[src/rtl/hazard_pkg.sv]
// Shared types and defaults for the EXE-stage forwarding and scoreboard logic.
package hazard_pkg;

  localparam int unsigned REG_AW_DEF = 5;
  localparam int unsigned DATA_W_DEF = 32;

  typedef logic [REG_AW_DEF-1:0] reg_addr_t;
  typedef logic [DATA_W_DEF-1:0] word_t;

  localparam word_t ZERO_WORD = '0;

  // Source chosen for one operand port
  typedef enum logic [1:0] {
    FwdRf,
    FwdStage,
    FwdLong,
    FwdHaz
  } fwd_sel_e;

endpackage

[src/rtl/fwd_port_sel.sv]
// Combinational operand resolution for a single read port: zero register,
// in-order forwarding stages, long-op completion bypass, then scoreboard.
module fwd_port_sel
  import hazard_pkg::*;
#(
  parameter int unsigned NUM_FWD_STAGES = 2,
  parameter int unsigned DATA_W         = DATA_W_DEF,
  parameter int unsigned REG_AW         = REG_AW_DEF
) (
  input  logic [REG_AW-1:0]                addr_i,
  input  logic [DATA_W-1:0]                rd_data_i,
  input  logic [NUM_FWD_STAGES-1:0]        fwd_we_i,
  input  logic [NUM_FWD_STAGES-1:0]        fwd_rdy_i,
  input  logic [NUM_FWD_STAGES*REG_AW-1:0] fwd_waddr_i,
  input  logic [NUM_FWD_STAGES*DATA_W-1:0] fwd_wdata_i,
  input  logic                             long_done_i,
  input  logic [REG_AW-1:0]                long_waddr_i,
  input  logic [DATA_W-1:0]                long_wdata_i,
  input  logic                             pend_hit_i,
  output logic [DATA_W-1:0]                data_o,
  output logic                             hazard_o
);

  fwd_sel_e          sel;
  logic [DATA_W-1:0] stage_data;
  logic              matched;

  always_comb begin
    sel        = FwdRf;
    stage_data = '0;
    matched    = (addr_i == '0);
    // Youngest matching stage wins; an unready match blocks older stages.
    for (int k = 0; k < NUM_FWD_STAGES; k++) begin
      if (!matched && fwd_we_i[k] && (fwd_waddr_i[k*REG_AW +: REG_AW] == addr_i)) begin
        matched    = 1'b1;
        sel        = fwd_rdy_i[k] ? FwdStage : FwdHaz;
        stage_data = fwd_wdata_i[k*DATA_W +: DATA_W];
      end
    end
    if (!matched) begin
      if (long_done_i && (long_waddr_i == addr_i)) begin
        sel = FwdLong;
      end else if (pend_hit_i) begin
        sel = FwdHaz;
      end
    end
  end

  always_comb begin
    data_o = rd_data_i;
    unique case (sel)
      FwdRf:    data_o = rd_data_i;
      FwdStage: data_o = stage_data;
      FwdLong:  data_o = long_wdata_i;
      FwdHaz:   data_o = rd_data_i;
    endcase
  end

  assign hazard_o = (sel == FwdHaz);

endmodule

[src/rtl/exe_fwd_scoreboard.sv]
// EXE-stage RAW forwarding plus a scoreboard of outstanding long-latency writes.
// Define HAZARD_STATS_EN to add saturating stall-cause counters.
module exe_fwd_scoreboard
  import hazard_pkg::*;
#(
  parameter int unsigned NUM_RD_PORTS   = 2,
  parameter int unsigned NUM_FWD_STAGES = 2,
  parameter int unsigned DATA_W         = DATA_W_DEF,
  parameter int unsigned REG_AW         = REG_AW_DEF,
  parameter int unsigned MAX_PEND       = 4
) (
  input  logic                             clk_i,
  input  logic                             rst_i,
  input  logic [NUM_RD_PORTS*REG_AW-1:0]   rd_addr_i,
  input  logic [NUM_RD_PORTS*DATA_W-1:0]   rd_data_i,
  input  logic [NUM_FWD_STAGES-1:0]        fwd_we_i,
  input  logic [NUM_FWD_STAGES-1:0]        fwd_rdy_i,
  input  logic [NUM_FWD_STAGES*REG_AW-1:0] fwd_waddr_i,
  input  logic [NUM_FWD_STAGES*DATA_W-1:0] fwd_wdata_i,
  input  logic                             issue_valid_i,
  input  logic                             issue_long_i,
  input  logic [REG_AW-1:0]                issue_waddr_i,
  input  logic                             flush_i,
  input  logic                             long_done_i,
  input  logic [REG_AW-1:0]                long_waddr_i,
  input  logic [DATA_W-1:0]                long_wdata_i,
  output logic [NUM_RD_PORTS*DATA_W-1:0]   rdata_o,
  output logic                             stall_o,
  output logic [$clog2(MAX_PEND+1)-1:0]    pend_cnt_o,
`ifdef HAZARD_STATS_EN
  output logic [31:0]                      stall_raw_cnt_o,
  output logic [31:0]                      stall_long_cnt_o,
`endif
  output logic                             pend_full_o
);

  localparam int unsigned CntW    = $clog2(MAX_PEND+1);
  localparam int unsigned NumRegs = 2**REG_AW;

  logic [NumRegs-1:0]      pend_q, pend_d;
  logic [CntW-1:0]         pend_cnt_q, pend_cnt_d;
  logic [DATA_W-1:0]       port_data [NUM_RD_PORTS];
  logic [NUM_RD_PORTS-1:0] port_haz;

  logic any_haz, waw, full, long_blk, stall, commit, done_clr;

  for (genvar p = 0; p < NUM_RD_PORTS; p++) begin : g_port
    fwd_port_sel #(
      .NUM_FWD_STAGES(NUM_FWD_STAGES),
      .DATA_W        (DATA_W),
      .REG_AW        (REG_AW)
    ) u_sel (
      .addr_i      (rd_addr_i[p*REG_AW +: REG_AW]),
      .rd_data_i   (rd_data_i[p*DATA_W +: DATA_W]),
      .fwd_we_i    (fwd_we_i),
      .fwd_rdy_i   (fwd_rdy_i),
      .fwd_waddr_i (fwd_waddr_i),
      .fwd_wdata_i (fwd_wdata_i),
      .long_done_i (long_done_i),
      .long_waddr_i(long_waddr_i),
      .long_wdata_i(long_wdata_i),
      .pend_hit_i  (pend_q[rd_addr_i[p*REG_AW +: REG_AW]]),
      .data_o      (port_data[p]),
      .hazard_o    (port_haz[p])
    );
    assign rdata_o[p*DATA_W +: DATA_W] = rst_i ? '0 : port_data[p];
  end

  always_comb begin
    any_haz  = |port_haz;
    waw      = pend_q[issue_waddr_i] && !(long_done_i && (long_waddr_i == issue_waddr_i));
    full     = (pend_cnt_q == CntW'(MAX_PEND));
    long_blk = issue_long_i && (waw || (full && !long_done_i));
    stall    = issue_valid_i && !flush_i && (any_haz || long_blk);
    commit   = issue_valid_i && issue_long_i && !flush_i && !stall && (issue_waddr_i != '0);
    done_clr = long_done_i && pend_q[long_waddr_i];
  end

  // Set after clear so a same-register done and commit leaves the bit pending.
  always_comb begin
    pend_d = pend_q;
    if (long_done_i) pend_d[long_waddr_i] = 1'b0;
    if (commit)      pend_d[issue_waddr_i] = 1'b1;
    pend_cnt_d = pend_cnt_q + CntW'(commit) - CntW'(done_clr);
  end

  always_ff @(posedge clk_i or posedge rst_i) begin
    if (rst_i) begin
      pend_q     <= '0;
      pend_cnt_q <= '0;
    end else begin
      pend_q     <= pend_d;
      pend_cnt_q <= pend_cnt_d;
    end
  end

  assign stall_o     = stall && !rst_i;
  assign pend_cnt_o  = pend_cnt_q;
  assign pend_full_o = full && !rst_i;

`ifdef HAZARD_STATS_EN
  logic [31:0] stall_raw_cnt_q, stall_long_cnt_q;

  always_ff @(posedge clk_i or posedge rst_i) begin
    if (rst_i) begin
      stall_raw_cnt_q  <= '0;
      stall_long_cnt_q <= '0;
    end else begin
      if (stall && any_haz && (stall_raw_cnt_q != '1)) begin
        stall_raw_cnt_q <= stall_raw_cnt_q + 32'd1;
      end
      if (stall && !any_haz && (stall_long_cnt_q != '1)) begin
        stall_long_cnt_q <= stall_long_cnt_q + 32'd1;
      end
    end
  end

  assign stall_raw_cnt_o  = stall_raw_cnt_q;
  assign stall_long_cnt_o = stall_long_cnt_q;
`endif

endmodule

[config.mk]
export PLATFORM = sky130hd
export DESIGN_NAME = exe_fwd_scoreboard
export DESIGN_NICKNAME = d
export VERILOG_FILES = /design/src/rtl/hazard_pkg.sv /design/src/rtl/fwd_port_sel.sv /design/src/rtl/exe_fwd_scoreboard.sv
export SDC_FILE = /design/constraint.sdc
export NUM_CORES = 1
export LEC_CHECK = 0
export ABC_AREA = 0
export ABC_CLOCK_PERIOD_IN_PS = 5530
export BUFFER_PORTS_ARGS = -buffer_cell sky130_fd_sc_hd__buf_4
export CAP_MARGIN = 0
export CORE_MARGIN = 2
export CORE_UTILIZATION = 25
export CTS_CLUSTER_SIZE = 16
export DETAILED_ROUTE_END_ITERATION = 8
export GPL_ROUTABILITY_DRIVEN = 0
export HOLD_SLACK_MARGIN = 0.03
export MAX_ROUTING_LAYER = met4
export PLACE_DENSITY = 0.46
export SETUP_SLACK_MARGIN = 0.1
export SYNTH_ARGS = -nofsm -noshare
export SYNTH_HDL_FRONTEND = slang
export SYNTH_SLANG_ARGS = --single-unit
[constraint.sdc]
create_clock -name clk_i -period 5.53 [get_ports clk_i]
set_clock_uncertainty 0.05 [all_clocks]
set_input_delay 0.8295 -clock clk_i [delete_from_list [all_inputs] [get_ports clk_i]]
set_output_delay 0.8295 -clock clk_i [all_outputs]
set_load 0.05 [all_outputs]
### Word-level counts from Yosys, hierarchy flattened

Cells that the tools add are included.

* word-level logic and storage cells: 109
* input port bits: 200
* output and inout bits: 69
* bits in registers: 35

* reduce and logical (&&, ||, !) cells: 44
* bitwise gates (word level): 3
* add/subtract/negate cells: 2
* order comparisons: 6
* equality and inequality tests: 14
* mux-type cells: 38

Operator list (number)
* $mux 32: 8
* $pmux 32 s3: 2
* $eq 5x5->1: 7
* $and 32x32->32: 1
* $not 32->32: 1
* $or 32x32->32: 1
* $logic_and 1x1->1: 25
* $lt 5x6->1 const B: 4
* $mux 2: 12
* $bmux 1 s5: 4
* $demux 1 s5: 2
* $ge 5x1->1 const B: 2
* $logic_not 5->1: 2
* $mux 1: 10
* $logic_not 1->1: 9
* $eq 2x2->1 const B: 4
* $reduce_or 2->1: 3
* $reduce_bool 5->1: 1
* $eq 2x1->1 const B: 2
* $logic_not 2->1: 2
* $add 3x1->3: 1
* $eq 3x3->1 const B: 1
* $sub 3x1->3: 1
* $logic_or 1x1->1: 2

### Depth between registers and ports, before layout

* depth in word-level cells: 21
* mapped depth: 19
* gate-level depth less buffers: 17

### Hierarchy

A second synthesis with hierarchy kept.

* cells, all modules: 816
* area total of the unflattened synthesis: 6164.7 um^2

By module, submodules not included
* exe_fwd_scoreboard: seq. area each 875.8 um^2, area an instance 3333.2 um^2, cells an instance 362, times used 1
* fwd_port_sel (g_port[1].u_sel): seq. area each 0.0 um^2, area an instance 1595.3 um^2, cells an instance 260, times used 1
* fwd_port_sel (g_port[0].u_sel): seq. area each 0.0 um^2, area an instance 1236.2 um^2, cells an instance 194, times used 1

### Worst setup path before layout

No wires, ideal clock.

* path kind: input-to-output
* start point: input port rd_addr_i[3]
* end point: output port rdata_o[23]
* arrival: 4492 ps
* stages on the path: 12
* setup slack: 158 ps
* buffers on the path: 4
* data required time: 4651 ps
* path through: clkbuf_1 > xnor2_1 > nand2_1 > nor4b_2 > clkbuf_1 > nor2_1 > a21boi_0 > ha_1 > buf_1 > clkbuf_1 > a221oi_1 > a311oi_1

* longest elaborated chain between the ends: 16
* elaborated cells on any way between the ends: 29
* classes of those cells: eq/ne (6); mux (13); reduce/logical (10)

RTL lines
* start: declaration: line exe_fwd_scoreboard.sv:14 `input logic [NUM_RD_PORTS*REG_AW-1:0] rd_addr_i,`
* $logic_not 5->1: line fwd_port_sel.sv:31 `matched = (addr_i == '0);`
* $logic_not 1->1: line fwd_port_sel.sv:34 `if (!matched && fwd_we_i[k] && (fwd_waddr_i[k*REG_AW +: REG_AW] == addr_i)) begin`
* $logic_and 1x1->1 (2 in series): line fwd_port_sel.sv:34
* $mux 1: line fwd_port_sel.sv:34
* $logic_not 1->1: line fwd_port_sel.sv:34
* $logic_and 1x1->1 (2 in series): line fwd_port_sel.sv:34
* $mux 2: line fwd_port_sel.sv:34
* $mux 2: line fwd_port_sel.sv:43 `end else if (pend_hit_i) begin`
* $mux 2: line fwd_port_sel.sv:41 `if (long_done_i && (long_waddr_i == addr_i)) begin`
* $mux 2: line fwd_port_sel.sv:40 `if (!matched) begin`
* $eq 2x2->1 or $logic_not 2->1 (tied branches): line fwd_port_sel.sv:51 `unique case (sel)`
* $reduce_or 2->1 (no source line)
* $pmux 32 s3 (*): line fwd_port_sel.sv:51
* $mux 32 (*): line exe_fwd_scoreboard.sv:66 `assign rdata_o[p*DATA_W +: DATA_W] = rst_i ? '0 : port_data[p];`
* end: declaration: line exe_fwd_scoreboard.sv:27 `output logic [NUM_RD_PORTS*DATA_W-1:0] rdata_o,`

Mark *: on every way between the ends. The rest lies on a longest branch, timed or not. The select of a mux whose other input is x is not followed.

### Worst setup path after layout

* start point: input port rd_addr_i[5]
* end point: output port rdata_o[46]

The elaborated chain is that of the path after synthesis.

==> metrics <==
outcome=completed; Initial Util=0.256; Hold WC Path Type=reg2reg; crit path launch type=input pin; clk_lat worst skew=0.28 ns; slowest cell delay on critical path=0.57 ns; VDD IR max=124 uV; Max clock buf depth=2; Crit. End Element=output port; Core ar.=0.0212 mm^2; WP buf/inv=3; kind of critical path=in2out; post-place setup slack=0.496 ns; max-slew violations=0; Net Count, Synth=836; power density cells=268 mW/mm^2; final core utilization=0.365; DR iter-0 viols=519; cell area after layout=0.00771 mm^2; post-CTS setup buffers=0; Post-synth ARST share=1.00; Fillers=2223; max capacitance violation total=0; Top cell by count, worst path=buf_4; number of flops mapped to enable cells by yosys=0; Post-Syn Area=0.00541 mm^2; CP top delay family=multiplexers; dpl cell area=0.00757 mm^2; Final Cycle Share=0.911; vias in the first global route=6569; crit path max fanout=32; post-synth cell types=58; Hold Path Sink=pend_cnt_o[2]; Chip Width=151 um; Worst Max-Slew Pin Slew=0.844 ns; die area=0.0228 mm^2; hold_sp=pend_cnt_o[1]; Leak=3.17 nW; Ports=269; max_slew headroom=0.429; Peak Freq=0.199 GHz; num rows=53; most frequent cells in the layout=buf_4, a221oi_1, nand2_1; post-route ant nets=0; die height=151 um; Setup TNS Final=0 ns; DP HPWL=21500 um; Worst path slowest cell=mux4_1; pin count of the biggest net entering global routing=68; Worst Slack Setup Final=0.495 ns; clock transition at the registers of the reported paths=0.05 ns; fin nets=1050; H-tree Lvls=2; synthesized instance count=627; initial antenna violation count=0; post-synthesis register bit count=35; layout cells sized above 1=0.419; Sink Count=35; crit-path cells=buf_4, mux4_1, mux2_2, mux4_2, o31ai_4, o21ai_1, ha_1, buf_4, a221oi_1, nor3_1, buf_4; CTS resizes=0; input/output buffers=268; drt pass-1 iters=6; fin crit period=5.04 ns; r2r endpoint=pend_cnt_o[2]; WP data required=4.65 ns; RSZ-0062 raised after global routing=false; largest area contributor in the netlist=dfrtp_1; Hold Fails Final Rpt=0; TritonCTS clock tree=yes; Synth Warn #=0; Via density=6.12; DRT Wirelength=28400 um; Root Driver=clkbuf_16; mean post-synth cell area=8.63 um^2; first-pass GRT wire length=41100 um; Area Growth Syn to Fin=42.5%; cts hold-fix bufs=0; RR Startpoint=pend_q[3]; Antenna Cells=0; Vias=6831; CTS Buf Count=5; Synth Flop Type=dfrtp_1; Avg WL per Cell=25.4 um; total track usage=0.243; GR Overflow Total=0; most common cell after layout, fill and taps aside=buf_4; DRC=0; Cells on Worst Hold Path=1; sequential fraction of the synthesis area=0.162; WP data arrival=4.16 ns; largest cells by area after synthesis=dfrtp_1, a221oi_1, mux4_2, nand2_1, a311oi_1; share of the synthesized area in the top cell type=0.162; Final setup violation count=0; Reg2Reg Setup Slack=1.16 ns; R2R depth=16
==> report_power, final <==
group / leakage [nW] / switching [mW] / internal (mW) / total, mW
Clock: 0.0679 / 0.103 / 0.166 / 0.270
Combinational: 2.63 / 0.912 / 0.519 / 1.43
Sequential: 0.470 / 0.0700 / 0.299 / 0.369
==> stage by stage <==
step / std cells / hold slack (ns) / power (mW)
2_1_floorplan: 627 / 0.460 / 1.28
3_3_place_gp: 1109 / 0.494 / 1.77
3_5_place_dp: 1109 / 0.508 / 1.79
4_1_cts: 1117 / 0.523 / 2.06
5_1_grt: 1117 / 0.549 / 2.17
6_report: 1117 / 0.521 / 2.07
==> worst max path at each step <==
stage	startpoint	to	slack [ns]	cells after the start
after floorplan	rd_addr_i[3]	rdata_o[23]	0.16	12
after global placement	rd_addr_i[5]	rdata_o[41]	0.54	11
after detailed placement	rd_addr_i[5]	rdata_o[41]	0.50	11
after CTS	rd_addr_i[5]	rdata_o[41]	0.48	11
after global routing	rd_addr_i[5]	rdata_o[52]	0.30	12
final	rd_addr_i[5]	rdata_o[46]	0.49	11
==> state kept, by name, indices dropped and copies added (netlist names) <==
name	count
pend_cnt_o	3
pend_q	32
==> cell usage after synthesis, drive strengths merged (2+ instances only) <==
cell type and count:
a311oi 32, or3 4, and3 2, o41ai 31, dfrtp 35, o21a 3, a21oi 3, mux2i 23
or4 3, nor4 7, mux2 8, nor2 10, o31ai 3, nor4b 3, nand2b 12, clkbuf 57
nand3b 10, nor3 34, nand4 3, ha 8, o22ai 10, nand3 6, mux4 22, xnor2 14
or3b 6, buf 22, xor2 23, nand2 75, inv 13, o21ai 33, a221oi 96
==> logic make-up after synthesis <==
logic type / synth area share
DFF: 0.162
muxes: 0.156
and+or+nand+nor: 0.185
AOI/OAI and AO/OA: 0.339
xor gates and xnor gates: 0.0599
buffers and inverters: 0.0751
adders and majority gates: 0.0222
==> cell type report <==
cell class / instances / area, um^2 / share of cell area
inverters: 13 / 48.8 / 0.00633
well taps: 275 / 344 / 0.0446
multi-input cells: 500 / 4150 / 0.538
flip-flops and latches: 35 / 876 / 0.114
clock buffers: 7 / 133 / 0.0172
clock inverters: 1 / 5.00 / 0.000649
repair buffers: 286 / 2160 / 0.280
==> routing by layer <==
layer | GRT usage | vias up | wire length [um]
met4 | 0.109 | 0 | 1350
met3 | 0.0419 | 80 | 2400
met2 | 0.393 | 397 | 13400
li1 | - | 3002 | -
met5 | - | - | 0
met1 | 0.298 | 3352 | 11200
(Power assumes the default switching activity.)
